===== src/rtl/s_axi4_fsb_adapter.sv =====
// s_axi4_fsb_adapter: AXI4 write slave that unpacks each 512-bit beat into up to
// four 80-bit FSB packets and serializes them onto a valid/yumi stream.
// Reads are never served; every read beat returns SLVERR with zero data.
module s_axi4_fsb_adapter #(
    parameter int DATA_WIDTH = 512,
    parameter int FSB_WIDTH  = 80,
    parameter int ID_WIDTH   = 6,
    parameter int ADDR_WIDTH = 64
) (
    input  logic                      clk_i,
    input  logic                      reset_i,

    input  logic [ID_WIDTH-1:0]       s_awid,
    input  logic [ADDR_WIDTH-1:0]     s_awaddr,
    input  logic [7:0]                s_awlen,
    input  logic [2:0]                s_awsize,
    input  logic                      s_awvalid,
    output logic                      s_awready,

    input  logic [DATA_WIDTH-1:0]     s_wdata,
    input  logic [DATA_WIDTH/8-1:0]   s_wstrb,
    input  logic                      s_wlast,
    input  logic                      s_wvalid,
    output logic                      s_wready,

    output logic [ID_WIDTH-1:0]       s_bid,
    output logic [1:0]                s_bresp,
    output logic                      s_bvalid,
    input  logic                      s_bready,

    input  logic [ID_WIDTH-1:0]       s_arid,
    input  logic [ADDR_WIDTH-1:0]     s_araddr,
    input  logic [7:0]                s_arlen,
    input  logic [2:0]                s_arsize,
    input  logic                      s_arvalid,
    output logic                      s_arready,

    output logic [ID_WIDTH-1:0]       s_rid,
    output logic [DATA_WIDTH-1:0]     s_rdata,
    output logic [1:0]                s_rresp,
    output logic                      s_rlast,
    output logic                      s_rvalid,
    input  logic                      s_rready,

    output logic                      fsb_v_o,
    output logic [FSB_WIDTH-1:0]      fsb_data_o,
    input  logic                      fsb_yumi_i
);

    localparam int SLOTS = DATA_WIDTH / 128;

    typedef enum logic [1:0] {
        W_IDLE = 2'd0,
        W_DATA = 2'd1,
        W_RESP = 2'd2
    } w_state_e;

    typedef enum logic {
        R_IDLE = 1'b0,
        R_DATA = 1'b1
    } r_state_e;

    typedef logic [SLOTS-1:0][FSB_WIDTH-1:0] beat_t;

    // A slot carries a packet only if all ten bytes of the packet are strobed.
    function automatic logic [SLOTS-1:0] slot_mask_f(input logic [DATA_WIDTH/8-1:0] strb);
        logic [SLOTS-1:0] m;
        m = {SLOTS{1'b0}};
        for (int k = 0; k < SLOTS; k++) begin
            m[k] = &strb[16*k +: 10];
        end
        return m;
    endfunction

    // Each slot's packet sits in the low FSB_WIDTH bits of its 128-bit lane.
    function automatic beat_t unpack_f(input logic [DATA_WIDTH-1:0] data);
        beat_t b;
        for (int k = 0; k < SLOTS; k++) begin
            b[k] = data[128*k +: FSB_WIDTH];
        end
        return b;
    endfunction

    // Lowest-index pending slot wins, so packets leave in slot order.
    function automatic logic [FSB_WIDTH-1:0] select_f(input logic [SLOTS-1:0] m,
                                                      input beat_t b);
        logic [FSB_WIDTH-1:0] sel;
        sel = {FSB_WIDTH{1'b0}};
        for (int k = SLOTS - 1; k >= 0; k--) begin
            sel = m[k] ? b[k] : sel;
        end
        return sel;
    endfunction

    // Write side state
    w_state_e               w_state_q, w_state_d;
    logic [ID_WIDTH-1:0]    bid_q, bid_d;
    logic                   awready_q, awready_d;
    logic                   wready_q, wready_d;
    logic                   bvalid_q, bvalid_d;
    logic [SLOTS-1:0]       mask_q, mask_d;
    beat_t                  beat_q, beat_d;
    logic                   fsb_v_q, fsb_v_d;
    logic [FSB_WIDTH-1:0]   fsb_data_q, fsb_data_d;

    // Read side state
    r_state_e               r_state_q, r_state_d;
    logic [ID_WIDTH-1:0]    rid_q, rid_d;
    logic [7:0]             arlen_q, arlen_d;
    logic [7:0]             rcnt_q, rcnt_d;
    logic                   arready_q, arready_d;
    logic                   rvalid_q, rvalid_d;
    logic                   rlast_q, rlast_d;
    logic [1:0]             rresp_q, rresp_d;

    logic aw_hs_s, w_hs_s, b_hs_s, yumi_s, ar_hs_s, r_hs_s;

    // Address, size, length and the strobe/data bits outside packet lanes carry no meaning here.
    logic unused_s;
    assign unused_s = ^{s_awaddr, s_awlen, s_awsize, s_araddr, s_arsize, s_wdata, s_wstrb};

    assign aw_hs_s = s_awvalid & awready_q;
    assign w_hs_s  = s_wvalid & wready_q;
    assign b_hs_s  = bvalid_q & s_bready;
    assign yumi_s  = fsb_yumi_i & fsb_v_q;
    assign ar_hs_s = s_arvalid & arready_q;
    assign r_hs_s  = rvalid_q & s_rready;

    // Write FSM, beat capture and serializer next-state; outputs are precomputed for the next cycle.
    always_comb begin
        w_state_d = w_state_q;
        bid_d     = bid_q;
        beat_d    = beat_q;
        if (yumi_s) begin
            mask_d = mask_q & (mask_q - SLOTS'(1'b1));
        end else begin
            mask_d = mask_q;
        end

        case (w_state_q)
            W_IDLE: begin
                if (aw_hs_s) begin
                    bid_d     = s_awid;
                    w_state_d = W_DATA;
                end else begin
                    w_state_d = W_IDLE;
                end
            end
            W_DATA: begin
                if (w_hs_s) begin
                    beat_d    = unpack_f(s_wdata);
                    mask_d    = slot_mask_f(s_wstrb);
                    w_state_d = s_wlast ? W_RESP : W_DATA;
                end else begin
                    w_state_d = W_DATA;
                end
            end
            W_RESP: begin
                if (b_hs_s) begin
                    w_state_d = W_IDLE;
                end else begin
                    w_state_d = W_RESP;
                end
            end
            default: begin
                w_state_d = W_IDLE;
            end
        endcase

        awready_d  = (w_state_d == W_IDLE);
        wready_d   = (w_state_d == W_DATA) && (mask_d == {SLOTS{1'b0}});
        bvalid_d   = (w_state_d == W_RESP);
        fsb_v_d    = |mask_d;
        fsb_data_d = select_f(mask_d, beat_d);
    end

    // Read FSM next-state: count beats and flag the last one against the captured arlen.
    always_comb begin
        r_state_d = r_state_q;
        rid_d     = rid_q;
        arlen_d   = arlen_q;
        rcnt_d    = rcnt_q;

        case (r_state_q)
            R_IDLE: begin
                if (ar_hs_s) begin
                    rid_d     = s_arid;
                    arlen_d   = s_arlen;
                    rcnt_d    = 8'd0;
                    r_state_d = R_DATA;
                end else begin
                    r_state_d = R_IDLE;
                end
            end
            R_DATA: begin
                if (r_hs_s && rlast_q) begin
                    r_state_d = R_IDLE;
                end else if (r_hs_s) begin
                    rcnt_d = rcnt_q + 8'd1;
                end else begin
                    r_state_d = R_DATA;
                end
            end
            default: begin
                r_state_d = R_IDLE;
            end
        endcase

        arready_d = (r_state_d == R_IDLE);
        rvalid_d  = (r_state_d == R_DATA);
        rlast_d   = rvalid_d && (rcnt_d == arlen_d);
        rresp_d   = rvalid_d ? 2'b10 : 2'b00;
    end

    // Write-side registers; reset drops any in-flight beat and pending response.
    always_ff @(posedge clk_i) begin
        if (reset_i) begin
            w_state_q  <= W_IDLE;
            bid_q      <= {ID_WIDTH{1'b0}};
            awready_q  <= 1'b0;
            wready_q   <= 1'b0;
            bvalid_q   <= 1'b0;
            mask_q     <= {SLOTS{1'b0}};
            beat_q     <= {(SLOTS*FSB_WIDTH){1'b0}};
            fsb_v_q    <= 1'b0;
            fsb_data_q <= {FSB_WIDTH{1'b0}};
        end else begin
            w_state_q  <= w_state_d;
            bid_q      <= bid_d;
            awready_q  <= awready_d;
            wready_q   <= wready_d;
            bvalid_q   <= bvalid_d;
            mask_q     <= mask_d;
            beat_q     <= beat_d;
            fsb_v_q    <= fsb_v_d;
            fsb_data_q <= fsb_data_d;
        end
    end

    // Read-side registers; reset abandons any read burst without completing it.
    always_ff @(posedge clk_i) begin
        if (reset_i) begin
            r_state_q <= R_IDLE;
            rid_q     <= {ID_WIDTH{1'b0}};
            arlen_q   <= 8'd0;
            rcnt_q    <= 8'd0;
            arready_q <= 1'b0;
            rvalid_q  <= 1'b0;
            rlast_q   <= 1'b0;
            rresp_q   <= 2'b00;
        end else begin
            r_state_q <= r_state_d;
            rid_q     <= rid_d;
            arlen_q   <= arlen_d;
            rcnt_q    <= rcnt_d;
            arready_q <= arready_d;
            rvalid_q  <= rvalid_d;
            rlast_q   <= rlast_d;
            rresp_q   <= rresp_d;
        end
    end

    assign s_awready  = awready_q;
    assign s_wready   = wready_q;
    assign s_bid      = bid_q;
    assign s_bresp    = 2'b00;
    assign s_bvalid   = bvalid_q;
    assign s_arready  = arready_q;
    assign s_rid      = rid_q;
    assign s_rdata    = {DATA_WIDTH{1'b0}};
    assign s_rresp    = rresp_q;
    assign s_rlast    = rlast_q;
    assign s_rvalid   = rvalid_q;
    assign fsb_v_o    = fsb_v_q;
    assign fsb_data_o = fsb_data_q;

endmodule


===== config.mk =====
export PLATFORM = sky130hd
export DESIGN_NAME = s_axi4_fsb_adapter
export DESIGN_NICKNAME = d
export VERILOG_FILES = /design/src/rtl/s_axi4_fsb_adapter.sv
export SDC_FILE = /design/constraint.sdc
export NUM_CORES = 1
export LEC_CHECK = 0
export CORE_AREA = 4 4 528 530
export CTS_CLUSTER_DIAMETER = 120
export DETAILED_ROUTE_END_ITERATION = 10
export DIE_AREA = 0 0 532 534
export SYNTH_ARGS = -nofsm -noshare
export SYNTH_HDL_FRONTEND = slang
export SYNTH_SLANG_ARGS = --single-unit
export TNS_END_PERCENT = 10

===== constraint.sdc =====
create_clock -name clk_i -period 2.4 [get_ports clk_i]
set_input_delay 0.6 -clock clk_i [delete_from_list [all_inputs] [get_ports clk_i]]
set_output_delay 0.6 -clock clk_i [all_outputs]
set_load 0.01 [all_outputs]

Word-level counts from Yosys, hierarchy flattened

Index checks and enable logic that the tools add are counted.

Register bits: 443
Input port bits: 747
Output and inout port bits: 615
Word-level logic and storage cells: 72

Add/sub/neg operators: 2
Equal/unequal tests: 5
Muxes and demuxes: 24
Bitwise operators: 9
Reductions and logical operators: 13

Operators by type and width:

| cell                                                | number |
|---|---|
| two-way mux 320 bit                                 | 2 |
| two-way mux 80 bit                                  | 4 |
| two-way mux 8 bit                                   | 5 |
| AND reduction 10 bit                                | 4 |
| one-hot mux 8 bit (2 select lines)                  | 1 |
| two-way mux 4 bit                                   | 3 |
| adder 8 x 1 -> 8 bit, second input constant         | 1 |
| equality test 8 bit                                 | 1 |
| two-way mux 2 bit                                   | 4 |
| AND 1 bit                                           | 6 |
| one-hot mux 2 bit (3 select lines)                  | 1 |
| AND 4 bit                                           | 1 |
| equality test 2 x 1 -> 1 bit, second input constant | 2 |
| equality test 2 bit, second input constant          | 2 |
| logical NOT 2 bit                                   | 2 |
| logical NOT 4 bit                                   | 1 |
| AND reduction 2 bit                                 | 2 |
| OR reduction 4 bit                                  | 1 |
| subtractor 4 x 1 -> 4 bit, second input constant    | 1 |
| logical AND 1 bit                                   | 3 |
| two-way mux 1 bit                                   | 3 |
| NOT 1 bit                                           | 2 |
| one-hot mux 1 bit (2 select lines)                  | 1 |

Logic depth before layout (Yosys ltp)

Gate-level depths: netlist (run 1).

Depth in word-level cells: 9
Depth in mapped cells: 9
Gate-level depth less buffers: 7

Least setup slack after synthesis (run 1)

OpenSTA, ideal clock, no wires.

Path type: input port to flip-flop
Start point: input s_wvalid
End point: register fsb_data_q[0], in the netlist fsb_data_o[0]
Library setup time: 117 ps
Arrival: 2,056 ps
Data required time: 2,283 ps
Slack: 227 ps
Cell stages on the path: 8
Path buffers: 3
Cell sequence: nand4b_1 buf_2 o211ai_1 o41a_1 buf_4 clkbuf_1 o221ai_1 a22o_1

Cells in the longest elaborated chain, start to end: 7

Ends and longest elaborated chain:

| element                                                         | line | RTL |
|---|---|---|
| start: declaration                                              | 23   | `input logic s_wvalid,` |
| AND 1 bit (*)                                                   | 123  | `assign w_hs_s = s_wvalid & wready_q;` |
| two-way mux 320 bit / two-way mux 4 bit (equally long branches) | 150  | `if (w_hs_s) begin` |
| two-way mux 320 bit / two-way mux 4 bit (equally long branches) | 140  | `case (w_state_q)` |
| two-way mux 80 bit (3 in a row)                                 | 90   | `sel = m[k] ? b[k] : sel;` |
| two-way mux 80 bit (*)                                          | 90   |  |
| end signal: assignment                                          | 226  | `fsb_data_q <= {FSB_WIDTH{1'b0}};` |
| end signal: assignment                                          | 236  | `fsb_data_q <= fsb_data_d;` |
| end: declaration                                                | 104  | `logic [FSB_WIDTH-1:0] fsb_data_q, fsb_data_d;` |

Every way passes the cells marked *; elsewhere a longest branch is shown, timed or not.
A chain may end at the register's enable or synchronous reset.

Worst setup path after layout (run 1)

Start point: input s_wvalid
End point: register fsb_data_q[65], in the netlist fsb_data_o[65]

The elaborated chain is that of the path after synthesis.

==> results of run 1 <==
## layer usage
| metal | up-vias | GRT usage (%) | routed length (um) |
|---|---|---|---|
| met1 | 7673 | 9.366 | 48700 |
| met5 | - | 0 | 198 |
| met4 | 32 | 2.574 | 4154 |
| li1 | 7832 | - | - |
| met2 | 943 | 13.64 | 57110 |
| met3 | 247 | 2.590 | 9776 |
## stage by stage
stage	cells	cell area, um2	hold WS [ns]	setup WS, ns
after floorplan	2743	22410	0.4407	0.2268
after global placement	6379	29420	0.4427	-0.8186
after detailed placement	6379	29420	0.4470	-0.8151
after CTS	6492	31610	0.1801	-0.04247
after global routing	6504	31880	0.2128	-0.07796
final	6520	31920	0.2694	-0.004597
## repair_timing
action | CTS | global route
pin swaps | 6 | 0
gates resized for setup | 64 | 28
buffers inserted | 0 | 4
setup endpoints to repair | 79 | 59
gates cloned | 0 | 1
## kinds of logic (layout without fill, tap and decap cells)
kind of cell,Yosys count,after routing,synth area share [%]
fa+ha+maj,1,1,0.06108
other cells,1,538,0.01831
xor+xnor,13,13,0.5559
buf+inv,661,826,21.85
flops,441,441,43.11
compound gates,351,351,11.91
mux,262,262,12.80
simple gates,499,499,9.701
## synthesized netlist by cell type, types with 11 or more instances
library cell and count:
buf_4 517, dfxtp_1 441, nor2_1 275, mux2i_1 262, nand2_1 179, a21oi_1 172
clkbuf_1 89, o221ai_1 80, a22o_1 66, buf_2 42, o2bb2ai_1 14, nand3_1 11
## how the worst max path moves through the flow
stage	startpoint	endpoint	slack, ns	cells after the start
2_1_floorplan	s_wvalid	fsb_data_o[0]	0.23	8
3_3_place_gp	s_wvalid	fsb_data_o[61]	-0.82	11
3_5_place_dp	s_wvalid	fsb_data_o[61]	-0.82	11
4_1_cts	w_state_q[1]	fsb_data_o[67]	-0.04	9
5_1_grt	w_state_q[1]	fsb_data_o[72]	-0.08	9
6_report	s_wvalid	fsb_data_o[65]	-0.005	11
## registers in the layout (all words and copies together) (netlist names)
register,cells
mask_q,4
arlen_q,8
s_bvalid,1
rcnt_q,8
s_rresp,1
fsb_data_o,80
s_wready,1
s_awready,1
s_bid,6
s_arready,1
s_rlast,1
s_rid,6
fsb_v_o,1
w_state_q,2
beat_q,320
## layout make-up
type | instances | area, um2 | share of cell area [%]
Antenna cell | 23 | 57.56 | 0.1803
Multi-Input combinational cell | 1641 | 9318 | 29.19
Tap cell | 3589 | 4491 | 14.07
Sequential cell | 441 | 8831 | 27.66
Clock inverter | 40 | 606.8 | 1.901
Timing Repair Buffer | 710 | 6999 | 21.92
Inverter | 3 | 11.26 | 0.03527
Clock buffer | 73 | 1610 | 5.044
## critical path: cells and delay by family
family	cells	cell delay (ns)
AO/OA/AOI/OAI	3	0.44
buffers and inverters	5	1.24
AND/OR/NAND/NOR	3	0.62
## power by group through the flow
stage | logic (mW) | registers (mW) | clock network (mW)
2_1_floorplan | 1.31 | 7.58 | 0
3_3_place_gp | 1.73 | 7.58 | 0
3_5_place_dp | 1.73 | 7.58 | 0
4_1_cts | 1.74 | 7.41 | 10.6
5_1_grt | 1.88 | 7.42 | 10.8
6_report | 1.74 | 7.42 | 10.1
==> results.ini, run 1 <==
[outcome]
status = complete, but fails checks
violations = setup timing

[detailed_routing]
wl_per_cell_um = 18.40
ant_nets = 0
totalWireLength_um = 119900
firstDrtPassIters = 5
viasPerCell = 2.565
route.detailed.drc = 0
routed-via-count = 16730
drt_first_iter_violations = 616

[power]
power.density_nw_per_um2 = 602.6
p_switching_mw = 4.979
p_int_mw = 14.26
peakVddDrop_mv = 0.5353
totalPowerFinal_mw = 19.24
pwr-share-seq_pct = 38.6
p_leak_nw = 13.70
comb_power_share_pct = 9.0
swShare_pct = 25.88
p_clk_share_pct = 52.4

[cells_and_area]
final_util_pct = 11.68
finalNetCount = 3605
layout_common_cells = conb_1 (515), dfxtp_1 (439), clkdlybuf4s50_1 (422)
drive_gt1_share_pct = 13.27
mostFrequentLayoutCell = conb_1
fill_cells = 31390
area_growth_syn_to_layout_pct = 55.87

[clock_tree]
ctsHoldBuffers = 0
max-clock-path-buffers = 3
clkTransAtPathRegs_ns = 0.06
root_buffer = clkbuf_16
cts_sinks = 441
cts_tree = yes
clk_latency_ns = 0.70
htreeDepth = 2
cts_inserted_buffers = 60

[floorplanning]
core_um2 = 273400
die_area_um2 = 284100
io_pins = 1362
die_y_um = 534
die_w_um = 532
rows = 192
initial_core_util_pct = 7.492

[critical_path]
critPathMaxFanout = 20
max_stage_delay_ns = 0.51
worstSetupEndpointType = register
crit_type = in2reg
critPathSlowestCell = clkdlybuf4s50_1
r2r-start = w_state_q[1]
cp-start-kind = input port
worst-r2r-cell-count = 10
rrSetupSlack_ns = 0.06
critPathArrivalTime_ns = 2.99
crit_chain = clkdlybuf4s50_1 -> nand4b_1 -> buf_12 -> nor4_4 -> buf_4 -> a31oi_4 -> nand2b_4 -> buf_12 -> buf_16 -> o221ai_1 -> a22o_1
crit_top_cell = buf_12
crit_required_ns = 2.99
regToRegEndpoint = fsb_data_o[65]

[timing]
slew_headroom_pct = 61.71
period_share_pct = 100.2
postLayoutSetupSlackWorst_ns = -0.004597
finalSetupTns_ns = -0.007798
fin_skew_ns = 0.02165
fin_crit_ns = 2.405
setup_viol = 2
tightest_slew_ns = 0.5767
rsz0062_at_grt = yes
hold_viol_final = 0
max_freq_mhz = 415.9
slew_violations = 0

[grt]
grt_first_pass_wirelength_um = 151200
grt_max_degree = 64
antenna_found_initial = 108
grt_pass1_vias = 15650
grt_use_total_pct = 7.965
grt_overflow = 0

[logic_synthesis]
synth_area_um2 = 20480
yosys_warnings = 0
yosysSeqAreaShare_pct = 43.11
synth_ff_type = dfxtp_1
synth.distinct_cells = 48
synth_edf_count = 0
synth-seq-cells = 441
yosysTopAreaCell = dfxtp_1
syn_area_per_cell_um2 = 9.188
yosysTopAreaCellShare_pct = 43.11
synthArstFlopShare_pct = 0
ys_top_cells_by_area = dfxtp_1 (43%), buf_4 (19%), mux2i_1 (13%)
syn_inst = 2229

[run]
maxCapViolCount = 0

[hold_path]
whs_path_depth = 2
min_to = beat_q[140]
hp-start = reset_i
hp-class = in2reg

[placement]
dp_hpwl_um = 100200
port_buffers = 488
finalWeightedCongestion = 0.7579

(Power assumes the default switching activity.)
==> run 2, diff against run 1 <==
SKIP_LAST_GASP = 1   (was default)
==> run 2 against run 1 <==
The run still ends with setup timing left. Clock skew is 0.00084 ns lower. Via count is essentially flat. Highest routed layer unchanged. First-iteration DRC count down 9.7%.
==> results.ini, run 2 (same netlist as run 1, synthesis figures left out) <==
[cells_and_area]
fill_cells = 31380  ; was 31390
mostFrequentLayoutCell = conb_1  ; unchanged
drive_gt1_share_pct = 12.78  ; was 13.27%
area_growth_syn_to_layout_pct = 56.01  ; was 55.87%
multiInputGateArea_um2 = 9184  ; was 9318 um2
regArea_um2 = 8828  ; was 8831 um2
fin_area_um2 = 31950  ; was 31920 um2
fin_cells = 6529  ; was 6520
top_register = beat_q  ; unchanged
finalNetCount = 3615  ; was 3605
layout_common_cells = conb_1 (515), clkdlybuf4s50_1 (465), dfxtp_1 (441)  ; was conb_1 (515), dfxtp_1 (439), clkdlybuf4s50_1 (422)
largest_reg_flops = 320  ; unchanged

[floorplanning]
io_pins = 1362  ; unchanged
core_um2 = 273400  ; unchanged
initial_core_util_pct = 7.492  ; unchanged
rows = 192  ; unchanged
die_y_um = 534  ; unchanged
die_area_um2 = 284100  ; unchanged
die_w_um = 532  ; unchanged

[clock_tree]
cts_tree = yes  ; unchanged
clkTransAtPathRegs_ns = 0.06  ; about the same
ctsHoldBuffers = 0  ; unchanged
root_buffer = clkbuf_16  ; unchanged
max-clock-path-buffers = 3  ; unchanged
cts_sinks = 441  ; unchanged
htreeDepth = 2  ; unchanged
cts_inserted_buffers = 60  ; unchanged
clk_latency_ns = 0.70  ; about the same

[detailed_routing]
wl_per_cell_um = 18.44  ; was 18.40 um
ant_nets = 0  ; unchanged
totalWireLength_um = 120400  ; was 119900 um
viasPerCell = 2.562  ; was 2.565
routed-via-count = 16730  ; about the same
firstDrtPassIters = 5  ; unchanged
drt_first_iter_violations = 556  ; was 616
route.detailed.drc = 0  ; unchanged

[grt]
antenna_found_initial = 108  ; unchanged
grt_overflow = 0  ; unchanged
gr-usage-met1_pct = 9.376  ; was 9.366%
grt_use_total_pct = 7.967  ; was 7.965%
use_met2_pct = 13.64  ; about the same
use_met3_pct = 2.588  ; was 2.590%
grt_max_degree = 64  ; unchanged
grt_pass1_vias = 15670  ; was 15650
grt_first_pass_wirelength_um = 151300  ; was 151200 um
busiest_layer = met2  ; unchanged

[timing]
hold_viol_final = 0  ; unchanged
setup_viol = 9  ; was 2
fin_crit_ns = 2.472  ; was 2.405 ns
fin_skew_ns = 0.02081  ; was 0.02165 ns
finalSetupTns_ns = -0.3502  ; was -0.007798 ns
tightest_slew_ns = 0.5778  ; was 0.5767 ns
period_share_pct = 103.0  ; was 100.2%
slew_violations = 0  ; unchanged
postLayoutSetupSlackWorst_ns = -0.07225  ; was -0.004597 ns
fin_hold_ws_ns = 0.2690  ; was 0.2694 ns
slew_headroom_pct = 61.36  ; was 61.71%
rsz0062_at_grt = yes  ; unchanged
max_freq_mhz = 404.5  ; was 415.9 MHz

[power]
peakVddDrop_mv = 0.5358  ; was 0.5353 mV
power.density_nw_per_um2 = 602.4  ; was 602.6 nW/um2
p_leak_nw = 13.56  ; was 13.70 nW

[critical_path]
crit_buf_inv = 1  ; was 5
max_stage_delay_ns = 0.85  ; was 0.51 ns
regToRegEndpoint = fsb_data_o[57]  ; was fsb_data_o[65]
crit_chain = clkdlybuf4s50_1  ; was clkdlybuf4s50_1 -> nand4b_1 -> buf_12 -> nor4_4 -> buf_4 -> a31oi_4 -> nand2b_4 -> buf_12 -> buf_16 -> o221ai_1 -> a22o_1
crit_required_ns = 1.80  ; was 2.99 ns
critPathArrivalTime_ns = 1.87  ; was 2.99 ns
worst-r2r-cell-count = 11  ; was 10
cp-start-kind = register  ; was input port
worstSetupEndpointType = primary output  ; was register
critPathTopFamily = buffers and inverters  ; unchanged
r2r-start = w_state_q[1]  ; unchanged
crit_type = reg2out  ; was in2reg
rrSetupSlack_ns = 0.02  ; was 0.06 ns
critPathSlowestCell = clkdlybuf4s50_1  ; unchanged
critPathMaxFanout = 1  ; was 20

[hold_path]
whs_path_depth = 2  ; unchanged
hp-class = in2reg  ; unchanged
min_to = beat_q[140]  ; unchanged
hp-start = reset_i  ; unchanged

[outcome]
violations = setup timing  ; unchanged
status = complete, but fails checks  ; unchanged

[placement]
dp.cells = 6379  ; unchanged
port_buffers = 488  ; unchanged
finalWeightedCongestion = 0.7579  ; unchanged
dp_hpwl_um = 100200  ; unchanged
placed_area_um2 = 29420  ; unchanged

[run]
maxCapViolCount = 0  ; unchanged

[run 2: changes by cell type in the layout (fill, tap and decap cells not counted), sizes merged, moves of 3 or more]
cell	change
clkdlybuf4s50	+43
clkbuf	+3
buf	+7
dlygate4sd2	-43
[run 2: metrics by stage]
| stage | power, mW | worst slack [ns] | util, % |
|---|---|---|---|
| 6_report | 19.25 | -0.07225 | 11.69 |
| 5_1_grt | 20.09 | -0.1331 | 11.67 |
| 4_1_cts | 19.71 | -0.1794 | 11.57 |
| 3_5_place_dp | 9.307 | -0.8151 | 10.76 |
| 3_3_place_gp | 9.310 | -0.8186 | 10.76 |
| 2_1_floorplan | 8.894 | 0.2268 | - |
[run 2: how the worst max path moves through the flow]
stage                   startpoint              to  slack (ns)  cells past startpoint
global route        fsb_data_o[78]  fsb_data_o[78]       -0.13                      1
detailed placement        s_wvalid  fsb_data_o[61]       -0.82                     11
floorplan                 s_wvalid   fsb_data_o[0]        0.23                      8
finish              fsb_data_o[77]  fsb_data_o[77]       -0.07                      1
CTS                 fsb_data_o[33]  fsb_data_o[33]       -0.18                      1
global placement          s_wvalid  fsb_data_o[61]       -0.82                     11
[run 2: report_power, final]
part	internal, mW	switching [mW]
clock network	6.06	4.03
logic	0.821	0.925
registers	7.39	0.0274
[run 2: area by class of cell]
type                            instances  share of cell area (%)
Antenna cell                           22                  0.1723
Clock buffer                           73                   5.040
Clock inverter                         40                   1.899
Inverter                                3                 0.03524
Multi-Input combinational cell       1641                   28.74
Sequential cell                       441                   27.63
Tap cell                             3589                   14.05
Timing Repair Buffer                  720                   22.43
[run 2: worst reg2reg max path, stage by stage (launching register included)]
cell	delay (ns)
dfxtp_1	0.31
nand4b_1	0.25
buf_12	0.20
nor4_2	0.26
buf_4	0.16
a31oi_4	0.05
nand2b_4	0.17
buf_12	0.12
buf_12	0.15
buf_4	0.14
o221ai_1	0.22
a22o_1	0.24
[run 2: metal layers]
metal  vias to the layer above  part of all wire, %
met3                       243                  8.2
met2                       949                   48
met5                         -                 0.16
li1                       7857                    -
met1                      7648                   41
met4                        32                  3.4
[run 2: repair_timing]
item,4_1_cts,5_1_grt
endpoints found under the setup margin,79,99
pin swaps,0,1
setup buffers,0,11
gates resized for setup,11,10
gates cloned,0,4
==> run 3, diff against run 2 <==
CAP_MARGIN = 10   (was default)
CORE_AREA = 4 4 527 529   (was 4 4 528 530)
DIE_AREA = 0 0 531 533   (was 0 0 532 534)
==> run 3 against run 2 <==
The flow still finishes with violations (setup timing). Global-route usage is 0.15 points higher. Flip-flop and latch count unchanged. Sequential power about the same. Critical path depth is 9 higher. Routed wire length up 0.70%. Die area decreased by 0.37%. Non-clock buffer count increased by 6. Critical path type is now reg2reg.
==> results.ini, run 3 (same netlist as run 1, synthesis figures left out) <==
[outcome]
status = complete, but fails checks  ; unchanged
violations = setup timing  ; unchanged

[critical_path]
critPathArrivalTime_ns = 3.04  ; was 1.87 ns
crit_type = reg2reg  ; was reg2out
rrSetupSlack_ns = -0.08  ; was 0.02 ns
crit_required_ns = 2.96  ; was 1.80 ns
r2r-start = w_state_q[1]  ; unchanged
worst-r2r-cell-count = 10  ; was 11
critPathMaxFanout = 15  ; was 1
worstSetupEndpointType = register  ; was primary output
cp-start-kind = register  ; unchanged
regToRegEndpoint = fsb_data_o[67]  ; was fsb_data_o[57]

[timing]
postLayoutSetupSlackWorst_ns = -0.07752  ; was -0.07225 ns
setup_viol = 2  ; was 9
tightest_slew_ns = 0.6081  ; was 0.5778 ns
fin_hold_ws_ns = 0.2944  ; was 0.2690 ns
fin_crit_ns = 2.478  ; was 2.472 ns
slew_violations = 0  ; unchanged
hold_viol_final = 0  ; unchanged
slew_headroom_pct = 59.46  ; was 61.36%
fin_skew_ns = 0.03441  ; was 0.02081 ns
rsz0062_at_grt = yes  ; unchanged
max_freq_mhz = 403.6  ; was 404.5 MHz
period_share_pct = 103.2  ; was 103.0%

[detailed_routing]
totalWireLength_um = 121200  ; was 120400 um
route.detailed.drc = 0  ; unchanged
ant_nets = 0  ; unchanged
wl_per_cell_um = 18.53  ; was 18.44 um
drt_first_iter_violations = 654  ; was 556
firstDrtPassIters = 5  ; unchanged
routed-via-count = 17010  ; was 16730
viasPerCell = 2.599  ; was 2.562

[cells_and_area]
fill_cells = 31380  ; about the same
final_util_pct = 11.81  ; was 11.69%
multiInputGateArea_um2 = 9354  ; was 9184 um2
mostFrequentLayoutCell = conb_1  ; unchanged
area_growth_syn_to_layout_pct = 57.35  ; was 56.01%
finalNetCount = 3628  ; was 3615
fin_cells = 6542  ; was 6529
layout_common_cells = conb_1 (515), clkdlybuf4s50_1 (466), dfxtp_1 (441)  ; was conb_1 (515), clkdlybuf4s50_1 (465), dfxtp_1 (441)
fin_area_um2 = 32230  ; was 31950 um2
top_register = beat_q  ; unchanged
largest_reg_flops = 320  ; unchanged
regArea_um2 = 8828  ; unchanged
drive_gt1_share_pct = 13.85  ; was 12.78%

[placement]
dp_hpwl_um = 100700  ; was 100200 um
placed_area_um2 = 29510  ; was 29420 um2
port_buffers = 488  ; unchanged
place_ws_ns = -1.366  ; was -0.8151 ns
finalWeightedCongestion = 0.7399  ; was 0.7579
dp.cells = 6393  ; was 6379

[clock_tree]
clk_latency_ns = 0.65  ; was 0.70 ns
cts_tree = yes  ; unchanged
max-clock-path-buffers = 3  ; unchanged
cts_inserted_buffers = 67  ; was 60
htreeDepth = 3  ; was 2
cts_sinks = 441  ; unchanged
clkTransAtPathRegs_ns = 0.06  ; about the same
root_buffer = clkbuf_16  ; unchanged

[floorplanning]
die_area_um2 = 283000  ; was 284100 um2
rows = 192  ; unchanged
core_um2 = 272900  ; was 273400 um2
die_y_um = 533  ; was 534 um
die_w_um = 531  ; was 532 um
io_pins = 1362  ; unchanged
initial_core_util_pct = 7.505  ; was 7.492%

[run]
maxCapViolCount = 0  ; unchanged

[grt]
grt_use_total_pct = 8.121  ; was 7.967%
antenna_found_initial = 116  ; was 108
grt_pass1_vias = 16190  ; was 15670
grt_first_pass_wirelength_um = 153200  ; was 151300 um
grt_overflow = 0  ; unchanged
grt_max_degree = 95  ; was 64

[hold_path]
hp-class = in2reg  ; unchanged
whs_path_depth = 2  ; unchanged
hp-start = reset_i  ; unchanged
min_to = beat_q[141]  ; was beat_q[140]

[power]
p_leak_nw = 13.60  ; was 13.56 nW
peakVddDrop_mv = 0.4148  ; was 0.5358 mV
power.density_nw_per_um2 = 598.3  ; was 602.4 nW/um2

-- run 3: cell count changes in the layout (fill, tap and decap cells not counted), moves of 6 or more --
cell       change
buf_4          +6
clkbuf_16      +6
mux2i_2        +9
mux2i_1        -9
o221ai_1       -9
bufinv_16      -7
-- run 3: worst max-delay path by stage --
stage	from	to	cells past startpoint
detailed placement	s_wvalid	fsb_data_o[20]	11
CTS	s_bvalid	s_bvalid	1
global route	fsb_data_o[16]	fsb_data_o[16]	1
finish	w_state_q[1]	fsb_data_o[67]	10
floorplan	s_wvalid	fsb_data_o[0]	8
global placement	s_wvalid	fsb_data_o[20]	11
-- run 3: repair_timing --
action,CTS,global route
hold buffers,0,0
resized for setup,24,25
setup buffers,1,2
setup endpoints to repair,105,87
cloned,1,3
pin swaps,1,3
-- run 3: final cells by class --
type | instances | share of cell area [%]
diodes | 21 | 0.1631
clock buffers | 85 | 5.599
clock inverters | 36 | 1.386
inverters | 3 | 0.03494
multi-input cells | 1641 | 29.03
flip-flops and latches | 441 | 27.40
well taps | 3589 | 13.93
repair buffers | 726 | 22.46
-- run 3: per-layer routing --
metal | part of all wire [%] | vias up | routed length [um] | track usage [%]
li1 | - | 7882 | - | -
met1 | 39 | 7907 | 47730 | 9.302
met2 | 48 | 912 | 58340 | 14.04
met3 | 9.7 | 258 | 11770 | 3.160
met4 | 2.6 | 46 | 3106 | 2.076
met5 | 0.24 | - | 293 | 0
-- run 3: stage by stage --
step	TNS (ns)	total power, mW
after floorplan	0	8.894
after global placement	-142.20	9.288
after detailed placement	-145.84	9.291
after global routing	-3.355	20.21
after CTS	-3.769	19.82
final	-0.09450	19.28
-- run 3: power by group --
part	switching [mW]	internal, mW	total, mW
registers	0.0311	7.39	7.42
clock network	4.23	5.90	10.1
logic	0.906	0.821	1.73
total	5.17	14.1	19.3
-- run 3: critical path: stages, from the launching register on --
cell      delay (ns)
dfxtp_1         0.32
nand4b_1        0.23
buf_12          0.20
nand3_1         0.13
o41ai_4         0.09
buf_4           0.17
buf_12          0.12
or2_4           0.29
buf_12          0.17
a21oi_1         0.43
a22o_1          0.21
